## config.mk

```make
export PLATFORM = sky130hd
export DESIGN_NAME = nco_sweep_ctrl
export DESIGN_NICKNAME = d
export VERILOG_FILES = /design/src/rtl/nco_sweep_pkg.sv /design/src/rtl/sweep_dwell_cnt.sv /design/src/rtl/nco_sweep_ctrl.sv
export SDC_FILE = /design/constraint.sdc
export NUM_CORES = 1
export LEC_CHECK = 0
export ABC_CLOCK_PERIOD_IN_PS = 7250
export CORE_MARGIN = 2
export CORE_UTILIZATION = 59
export CTS_CLUSTER_DIAMETER = 120
export DETAILED_ROUTE_END_ITERATION = 7
export GPL_TIMING_DRIVEN = 0
export PLACE_DENSITY_LB_ADDON = 0.25
export REMOVE_ABC_BUFFERS = 1
export SYNTH_ARGS = -nofsm -noshare
export SYNTH_HDL_FRONTEND = slang
export SYNTH_HIERARCHICAL = 1
export SYNTH_SLANG_ARGS = --single-unit
```

## constraint.sdc

```tcl
create_clock -name clk -period 7.25 [get_ports clk]
set_clock_uncertainty 0.1 [all_clocks]
set_input_delay 1.45 -clock clk [delete_from_list [all_inputs] [get_ports clk]]
set_output_delay 1.45 -clock clk [all_outputs]
set_load 0.01 [all_outputs]
```

## src/rtl/nco_sweep_pkg.sv

```systemverilog
// nco_sweep_pkg: shared types and default widths for the NCO sweep sequencer.
// Provides the sweep FSM state enum and APR/NPW/DWW default widths.
package nco_sweep_pkg;

   typedef enum logic [1:0] {
      IDLE,
      SETTLE,
      DWELL,
      STEP
   } sweep_state_t;

   localparam int APR_W = 32;
   localparam int NPW_W = 16;
   localparam int DWW_W = 24;

endpackage

```

## src/rtl/sweep_dwell_cnt.sv

```systemverilog
// sweep_dwell_cnt: loadable down-counter with zero flag, shared by SETTLE and DWELL.
// Ports: clk, reset_n, load/load_val (load wins), dec (count down), zero (count==0).
module sweep_dwell_cnt
   import nco_sweep_pkg::*;
#(
   parameter int DWW = DWW_W
) (
   input  logic           clk,
   input  logic           reset_n,
   input  logic           load,
   input  logic [DWW-1:0] load_val,
   input  logic           dec,
   output logic           zero
);

   logic [DWW-1:0] count;

   always_ff @(posedge clk or negedge reset_n) begin
      if (!reset_n) begin
         count <= '0;
      end else if (load) begin
         count <= load_val;
      end else if (dec && !zero) begin
         count <= count - DWW'(1);
      end
   end

   assign zero = (count == '0);

endmodule

```

## src/rtl/nco_sweep_ctrl.sv

```systemverilog
// nco_sweep_ctrl: steps the NCO phase increment across N equally spaced points,
// with a settle interval then a measurement window at each point.
// Ports: clk, reset_n, start, abort, f_start, f_step, n_points, dwell (config in);
//        phi_inc_o, nco_clken, meas_en, point_done, point_idx, busy, done (out).
module nco_sweep_ctrl
   import nco_sweep_pkg::*;
#(
   parameter int APR        = APR_W,
   parameter int NPW        = NPW_W,
   parameter int DWW        = DWW_W,
   parameter int SETTLE_CYC = 8
) (
   input  logic           clk,
   input  logic           reset_n,
   input  logic           start,
   input  logic           abort,
   input  logic [APR-1:0] f_start,
   input  logic [APR-1:0] f_step,
   input  logic [NPW-1:0] n_points,
   input  logic [DWW-1:0] dwell,
   output logic [APR-1:0] phi_inc_o,
   output logic           nco_clken,
   output logic           meas_en,
   output logic           point_done,
   output logic [NPW-1:0] point_idx,
   output logic           busy,
   output logic           done
);

   localparam logic [DWW-1:0] SET_LD = DWW'(SETTLE_CYC - 1);

   sweep_state_t   state;
   sweep_state_t   state_nx;

   logic [APR-1:0] step_sh;
   logic [NPW-1:0] npts_sh;
   logic [DWW-1:0] dwell_sh;

   logic           cnt_load;
   logic [DWW-1:0] cnt_val;
   logic           cnt_dec;
   logic           cnt_zero;

   logic           go;
   logic           empty;
   logic           last;
   logic           fin;

   assign go    = (state == IDLE) && start && !abort && (n_points != '0);
   assign empty = (state == IDLE) && start && !abort && (n_points == '0);
   assign last  = (point_idx == npts_sh - NPW'(1));
   assign fin   = (state == DWELL) && cnt_zero && last;

   assign cnt_dec    = (state == SETTLE) || (state == DWELL);
   assign meas_en    = (state == DWELL);
   // An abort in the final dwell cycle cancels that point's completion event.
   assign point_done = (state == DWELL) && cnt_zero && !abort;
   assign nco_clken  = busy;

   sweep_dwell_cnt #(
      .DWW (DWW)
   ) u_cnt (
      .clk      (clk),
      .reset_n  (reset_n),
      .load     (cnt_load),
      .load_val (cnt_val),
      .dec      (cnt_dec),
      .zero     (cnt_zero)
   );

   always_comb begin
      state_nx = state;
      cnt_load = 1'b0;
      cnt_val  = SET_LD;
      if (abort) begin
         state_nx = IDLE;
      end else begin
         unique case (state)
            IDLE: begin
               if (go) begin
                  state_nx = SETTLE;
                  cnt_load = 1'b1;
               end
            end
            SETTLE: begin
               if (cnt_zero) begin
                  state_nx = DWELL;
                  cnt_load = 1'b1;
                  cnt_val  = dwell_sh - DWW'(1);
               end
            end
            DWELL: begin
               if (cnt_zero) begin
                  state_nx = last ? IDLE : STEP;
               end
            end
            STEP: begin
               state_nx = SETTLE;
               cnt_load = 1'b1;
            end
            default: state_nx = IDLE;
         endcase
      end
   end

   always_ff @(posedge clk or negedge reset_n) begin
      if (!reset_n) begin
         state <= IDLE;
      end else begin
         state <= state_nx;
      end
   end

   // Datapath: phase word, index, shadows and status flags.
   always_ff @(posedge clk or negedge reset_n) begin
      if (!reset_n) begin
         phi_inc_o <= '0;
         point_idx <= '0;
         busy      <= 1'b0;
         done      <= 1'b0;
         step_sh   <= '0;
         npts_sh   <= '0;
         dwell_sh  <= '0;
      end else begin
         done <= 1'b0;
         if (abort) begin
            busy <= 1'b0;
         end else begin
            unique case (1'b1)
               go: begin
                  step_sh   <= f_step;
                  npts_sh   <= n_points;
                  dwell_sh  <= (dwell == '0) ? DWW'(1) : dwell;
                  phi_inc_o <= f_start;
                  point_idx <= '0;
                  busy      <= 1'b1;
               end
               empty: begin
                  done <= 1'b1;
               end
               fin: begin
                  busy <= 1'b0;
                  done <= 1'b1;
               end
               (state == STEP): begin
                  phi_inc_o <= phi_inc_o + step_sh;
                  point_idx <= point_idx + NPW'(1);
               end
               default: ;
            endcase
         end
      end
   end

endmodule

```

# Word level (Yosys, flattened, before mapping)

Cells that the tools add are included.

Flip-flop bits (word level): 148
Output and inout bits: 53
Word-level logic and storage cells: 67
Memory bits (writable): 0
ROM bits: 0
Memories kept: 0
Bits in latches: 0
Input port bits: 108

Div/mod/pow operators: 0
$lt $le $gt $ge: 0
Reductions and logical operators: 23
Multipliers: 0
Add/sub/neg operators: 5
Shift operators: 0
Bitwise gates (word level): 1
Equality and inequality tests: 7
Mux-type cells: 22

Operators with widths:

| cell                  | count |
|---|---|
| $mux 24               | 6 |
| $pmux 32 s2           | 1 |
| $logic_not 24->1      | 2 |
| $sub 24x1->24 const B | 2 |
| $add 32x32->32        | 1 |
| $pmux 16 s2           | 1 |
| $add 16x1->16 const B | 1 |
| $eq 16x16->1          | 1 |
| $logic_not 16->1      | 1 |
| $reduce_bool 16->1    | 1 |
| $sub 16x1->16 const B | 1 |
| $mux 2                | 5 |
| $logic_and 1x1->1     | 8 |
| $pmux 2 s4            | 1 |
| $mux 1                | 6 |
| $ne 3x3->1 const B    | 2 |
| $eq 2x2->1 const B    | 2 |
| $reduce_and 2->1      | 2 |
| $reduce_bool 2->1     | 2 |
| $ne 3x2->1 const B    | 1 |
| $pmux 1 s3            | 1 |
| $reduce_and 3->1      | 1 |
| $reduce_bool 3->1     | 1 |
| $eq 2x1->1 const B    | 1 |
| 6 further kinds       | 7 |

# Depth between registers and ports, before layout

Gate-level depths: netlist (run 1).

Word-level depth: 8
Depth in mapped cells: 14
Mapped depth without buffers: 12

# Cells and area by module

The synthesis (run 1) kept the hierarchy.

Modules (own cells, without submodules):

| module          | area each (um2) | cells each | times used | sequential area each (um2) |
|---|---|---|---|---|
| nco_sweep_ctrl  | 8064.0          | 971        | 1          | 3103.0 |
| sweep_dwell_cnt | 1555.2          | 167        | 1          | 600.6 |

# Worst setup path before layout (run 1)

No wires, ideal clock.

Path kind: input to output
From: input abort
To: output point_done
Arrival: 2.274 ns
Required time: 5.700 ns
Stages: 4
Path slack: 3.426 ns
Buffers on the path: 2
Cell sequence: inv_1 > clkbuf_1 > clkbuf_1 > and3_1

Longest elaborated chain between the ends: 2

RTL lines:

| what              | line                 | source |
|---|---|---|
| start, declared   | nco_sweep_ctrl.sv:16 | `input logic abort,` |
| $logic_not 1->1   | nco_sweep_ctrl.sv:57 | `assign point_done = (state == DWELL) && cnt_zero && !abort;` |
| $logic_and 1x1->1 | nco_sweep_ctrl.sv:57 |  |
| end, declared     | nco_sweep_ctrl.sv:24 | `output logic point_done,` |

No other way between the ends.

# Worst setup path after layout (run 1)

Ends and elaborated chain as after synthesis.

==> results.cfg, run 1 <==
[run_status]
outcome = finished, final reports clean

[timing]
min_period_over_period = 0.736
slew_headroom = 0.167
hold_viol_final = 0
clock.fmax_ghz = 0.187
slew_viol_final = 0
tightest_slew_ns = 1.24
period_needed_ns = 5.34
rsz0062_at_grt = false
setup_viol = 0
setup_tns_ns = 0

[grt]
globalRouteOverflowTotal = 0
grt_pass1_wl_um = 42600
grt_usage = 0.300
grt_pass1_vias = 8691
antenna_found_initial = 0
grt_max_degree = 86

[layout]
num_antenna_cells = 0
seq_area_sq_um = 3700
most-common-layout-cells = nand2_1, clkdlybuf4s50_1, dfrtp_1, a21oi_1, nor2_1
instances_no_fill = 1490
drive_gt1_frac = 0.0518
multi_input_area_sq_um = 5590
fillers = 1219
synthToLayoutAreaGrowth_pct = 24.3
nets = 1410
layout_commonest_cell = nand2_1

[route]
wl_per_cell_um = 17.2
drc = 0
via_count = 8888
postRouteAntennaNets = 0
initialDrtViolationCount = 750
viasPerCell = 5.97
routed_wl_um = 25600
first_pass_iters = 5

[critical_path]
path_buf_inv = 3
cp_max_fo = 20
cp.arrival_ns = 3.79
crit_path_start_kind = primary input
crit_type = primary input to output pin
crit_path_end_kind = output pin
path_common_cell = clkdlybuf4s50_1
crit_chain = clkdlybuf4s50_1 -> inv_1 -> and3_1 -> clkdlybuf4s50_1
critPathRequiredTime_ns = 5.70
reg2reg_setup_slack_ns = 2.64
crit_slowest_cell = inv_1
cpLargestDelayFamily = buffers and inverters
cp_slowest_stage_delay_ns = 0.73

[synth]
synth-xor-area-share = 0.0920
synthMuxAreaShare = 0.0183
synth_area_sq_um = 9620
synth_largest_area_cell = dfrtp_1
synth_area_leaders = dfrtp_1, nand2_1, ha_1
synth_top_cell_area_share = 0.385
syn_inst = 1138
avgSynthCellArea_sq_um = 8.45
async_flop_share = 1.00
synth_edf_count = 0
ys_ff_latch = 148
synth_compound_area_frac = 0.172
synthAdderAreaFrac = 0.0552
synth_top_family_by_area = simple AND/OR/NAND/NOR gates
yosysWarningCount = 6
synth_flop_cell = dfrtp_1
ys_types = 83
ys_seq_area_frac = 0.385
synth_simple_gate_area_frac = 0.240

[place]
hpwl_um = 17700
placed_cells = 1458
io_buffers = 160
place_congestion = 0.882

[floorplanning]
pin_count = 161
dieHeight_um = 132
die_w_um = 132
core_sq_um = 15900
row_count = 46
design.die.area_sq_um = 17300
start_util = 0.606

[clock_network]
post-cts-setup-buffers = 0
cts_tree = built
cts_made_buffers = 17
cts_resized = 0
hold_buffers = 0
htree_levels = 4
worstSkewPairLatency_ns = 0.42
cts_root_buf = clkbuf_16
cts_sinks = 148
clk_pin_slew_worst_paths_ns = 0.06
clockBufferDepth = 2

[power]
ir_worst_vdd_uv = 218
power.leakage_nw = 5.24
p_per_area_nw_per_um2 = 419

[flow_run]
max-cap-violations = 0

[hold_path]
min_path_type = flip-flop to flip-flop
worst reg2reg max path: stages, from the launching register on:
cell	delay [ns]
dfrtp_1	0.41
nor4_1	0.60
and4b_1	0.69
nand2_1	0.19
inv_1	0.21
nand3_1	0.72
a21oi_4	1.13
mux2_2	0.44
routing by layer:
metal	global-route usage	up-vias	share of wire
met4	0.0984	0	0.025
met3	0.0602	52	0.050
met5	0	-	0
met1	0.396	4310	0.44
met2	0.497	268	0.49
li1	-	4258	-
registers in the layout (all words and copies together) (netlist names):
| register | count |
|---|---|
| state | 2 |
| point_idx | 16 |
| dwell_sh | 24 |
| step_sh | 32 |
| phi_inc_o | 32 |
| u_cnt/count | 24 |
| done | 1 |
| busy | 1 |
| npts_sh | 16 |
worst paths after layout:
path                                       end      startpoint  depth (start not counted)
worst max-delay path                point_done           abort                          4
worst min-delay path                step_sh[3]      step_sh[3]                          2
worst max register to register  u_cnt/count[9]  u_cnt/count[6]                          7
worst min register to register      step_sh[3]      step_sh[3]                          2
max in group asynchronous           npts_sh[2]         reset_n                          2
min in group asynchronous        point_idx[11]         reset_n                          1
cell type report:
cell class	count	area share
clock inverter	12	0.0149
clock buffer	20	0.0382
inverter	21	0.00659
tap	216	0.0226
multi-input combinational	909	0.467
timing repair buffer	164	0.141
sequential	148	0.310
Yosys cell counts, drive strengths merged, types with 14 or more instances:
cell type,instances
o22ai,14
nor4,26
clkbuf,44
xor2,47
nor2,68
dfrtp,148
nand2,276
inv,21
nand3,17
a21o,24
o22a,14
nor3,24
o21ai,53
xnor2,54
ha,40
buf,14
a21oi,78
stage by stage:
stage               setup WS, ns  area (sq um)  power [mW]  hold WS, ns   util
finish                      1.91         12000        5.01        0.385  0.753
global route                1.80         12000        5.36        0.401  0.753
CTS                         1.92         12000        4.98        0.393  0.753
detailed placement          1.72         11300        3.98        0.374  0.713
global placement           -4.35         11200        3.91        0.366  0.706
floorplan                 -0.170          9340        3.25        0.350      -
report_power, final:
group / switching [mW] / total [mW] / internal, mW
sequential: 0.345 / 1.48 / 1.13
clock: 0.353 / 0.948 / 0.595
combinational: 1.42 / 2.58 / 1.16
total: 2.12 / 5.01 / 2.89
cells by family (layout without fill, tap and decap cells):
family	Yosys count	after routing
AND/OR/NAND/NOR	493	493
AO/OA/AOI/OAI	256	256
flip-flops	148	148
XOR/XNOR	101	101
buffers and inverters	81	217
adder cells (fa/ha/maj)	42	42
multiplexers	17	17
Note: power is estimated with default switching activity, not from simulation.
==> inputs of run 2 (changes only) <==
--- a/config.mk
+++ b/config.mk
@@ -5,9 +5,9 @@
 export SDC_FILE = /design/constraint.sdc
 export NUM_CORES = 1
 export LEC_CHECK = 0
-export ABC_CLOCK_PERIOD_IN_PS = 7250
+export ABC_CLOCK_PERIOD_IN_PS = 4900
 export CORE_MARGIN = 2
-export CORE_UTILIZATION = 59
+export CORE_UTILIZATION = 49
 export CTS_CLUSTER_DIAMETER = 120
 export DETAILED_ROUTE_END_ITERATION = 7
 export GPL_TIMING_DRIVEN = 0
==> constraint.sdc (replaced) <==
create_clock -name clk -period 4.9 [get_ports clk]
set_clock_uncertainty 0.1 [all_clocks]
set_input_delay 0.98 -clock clk [delete_from_list [all_inputs] [get_ports clk]]
set_output_delay 0.98 -clock clk [all_outputs]
set_load 0.01 [all_outputs]
==> run 2 against run 1 <==
  * Hold slack got worse by 0.0026 ns
  * Highest routed layer unchanged
  * Setup slack got worse by 1.6 ns
  * Sequential cell count unchanged
  * Critical path depth increased by 2
  * Global-route usage decreased by 5.3 points
  * Power increased by 47%
  * Die area increased by 20%
==> results.cfg, run 2 (same netlist as run 1, synthesis figures left out) <==
[run_status]
outcome = finished, final reports clean

[floorplanning]
row_count = 51
start_util = 0.498
die_w_um = 144
pin_count = 161
dieHeight_um = 144
core_sq_um = 19300
design.die.area_sq_um = 20800

[clock_network]
cts_made_buffers = 17
cts_tree = built
clk_pin_slew_worst_paths_ns = 0.07
cts_root_buf = clkbuf_16
clockBufferDepth = 2
post-cts-setup-buffers = 0
htree_levels = 4
cts_sinks = 148
worstSkewPairLatency_ns = 0.43
hold_buffers = 0

[route]
via_count = 8617
postRouteAntennaNets = 0
initialDrtViolationCount = 470
viasPerCell = 5.59
drc = 0
wl_per_cell_um = 16.2
first_pass_iters = 6
routed_wl_um = 25000

[critical_path]
cp.arrival_ns = 4.84
crit_start = abort
cp_max_fo = 23
cpLargestDelayFamily = buffers and inverters
crit_end = u_cnt/count[12]
crit_chain = clkdlybuf4s50_1 -> inv_1 -> nand3_1 -> a21oi_4 -> buf_16 -> mux2_2
reg2reg_to = u_cnt/count[12]
crit_slowest_cell = nand3_1
cp.depth = 6
r2r_start = u_cnt/count[6]
cp_slowest_stage_delay_ns = 0.89
crit_type = primary input to flip-flop
ff2ff_path_depth = 8
crit_path_end_kind = flip-flop
critPathRequiredTime_ns = 5.11
crit_path_start_kind = primary input
path_buf_inv = 3
reg2reg_setup_slack_ns = 0.54

[layout]
nets = 1412
most-common-layout-cells = nand2_1, clkdlybuf4s50_1, dfrtp_1, a21oi_1, nor2_1
fillers = 1700
drive_gt1_frac = 0.0556
num_antenna_cells = 0
fin_util = 0.625
top_regs = phi_inc_o (32), step_sh (32)
synthToLayoutAreaGrowth_pct = 25.6
layout_commonest_cell = nand2_1
instances_no_fill = 1541

[place]
placed_cells = 1509
place_congestion = 0.844
io_buffers = 160
hpwl_um = 17800

[power]
p_per_area_nw_per_um2 = 608
power.leakage_nw = 5.26
ir_worst_vdd_uv = 285

[grt]
busiest_layer = met2
antenna_found_initial = 0
grt_use_met1 = 0.335
grtUsageMet2 = 0.403
met3_usage = 0.0411
globalRouteOverflowTotal = 0
grt_pass1_vias = 8264
grt_usage = 0.247
grt_pass1_wl_um = 40600
grt_max_degree = 80

[flow_run]
max-cap-violations = 0

[hold_path]
hold_path.startpoint = step_sh[3]
min_path_type = flip-flop to flip-flop

[timing]
min_period_over_period = 0.945
tightest_slew_ns = 0.940
period_needed_ns = 4.63
slew_viol_final = 0
rsz0062_at_grt = false
clock.fmax_ghz = 0.216
hold_viol_final = 0
hold_ws_ns = 0.383
setup_viol = 0
slew_headroom = 0.371
## run 2: changes by cell type in the layout (fill, tap and decap cells not counted), sizes merged
| cell | before | now |
|---|---|---|
| bufinv | 4 | 3 |
| inv | 22 | 24 |
| buf | 5 | 7 |
| clkbuf | 20 | 19 |
| clkinv | 6 | 3 |
| clkinvlp | 1 | 4 |
## run 2: power breakdown
part	switching (mW)	total, mW	internal, mW
registers	0.500	2.17	1.67
clock network	0.547	1.38	0.835
logic	2.05	3.79	1.73
total	3.10	7.34	4.24
## run 2: how the worst min path moves through the flow
stage | slack (ns) | cells past startpoint | endpoint
after floorplan | 0.35 | 2 | step_sh[0]
after global placement | 0.36 | 2 | step_sh[3]
after detailed placement | 0.37 | 2 | step_sh[3]
after CTS | 0.38 | 2 | step_sh[3]
after global routing | 0.40 | 2 | step_sh[3]
final | 0.38 | 2 | step_sh[3]
## run 2: what timing repair did
action / 4_1_cts / 5_1_grt
resized for setup: 0 / 2
endpoints found under the hold margin: 0 / 0
setup endpoints to repair: 0 / 4
## run 2: area by class of cell
type	instances	area, sq um	area share
tap	265	332	0.0274
inverter	21	78.8	0.00652
timing repair buffer	166	1750	0.145
sequential	148	3700	0.307
clock inverter	13	173	0.0143
multi-input combinational	909	5600	0.463
clock buffer	19	453	0.0375
## run 2: worst min-delay path, cell delays in order (launching register included)
cell	delay, ns
dfrtp_1	0.35
nand2_1	0.05
nand2_1	0.05
## run 2: per-stage QoR
| step | instance area [sq um] | setup WS, ns | total power [mW] | TNS (ns) |
|---|---|---|---|---|
| after floorplan | 9340 | -2.05 | 4.81 | -48.55 |
| after global placement | 11300 | -6.48 | 5.81 | -883.06 |
| after detailed placement | 11500 | -0.374 | 5.91 | -1.92 |
| after CTS | 12100 | 0.0591 | 7.36 | 0 |
| after global routing | 12100 | 0.00609 | 7.92 | 0 |
| final | 12100 | 0.270 | 7.34 | 0 |
## run 2: per-layer routing
layer,wire (um),share of wire
met1,11500,0.46
met2,12000,0.48
met3,1100,0.044
met4,471,0.019
met5,0,0
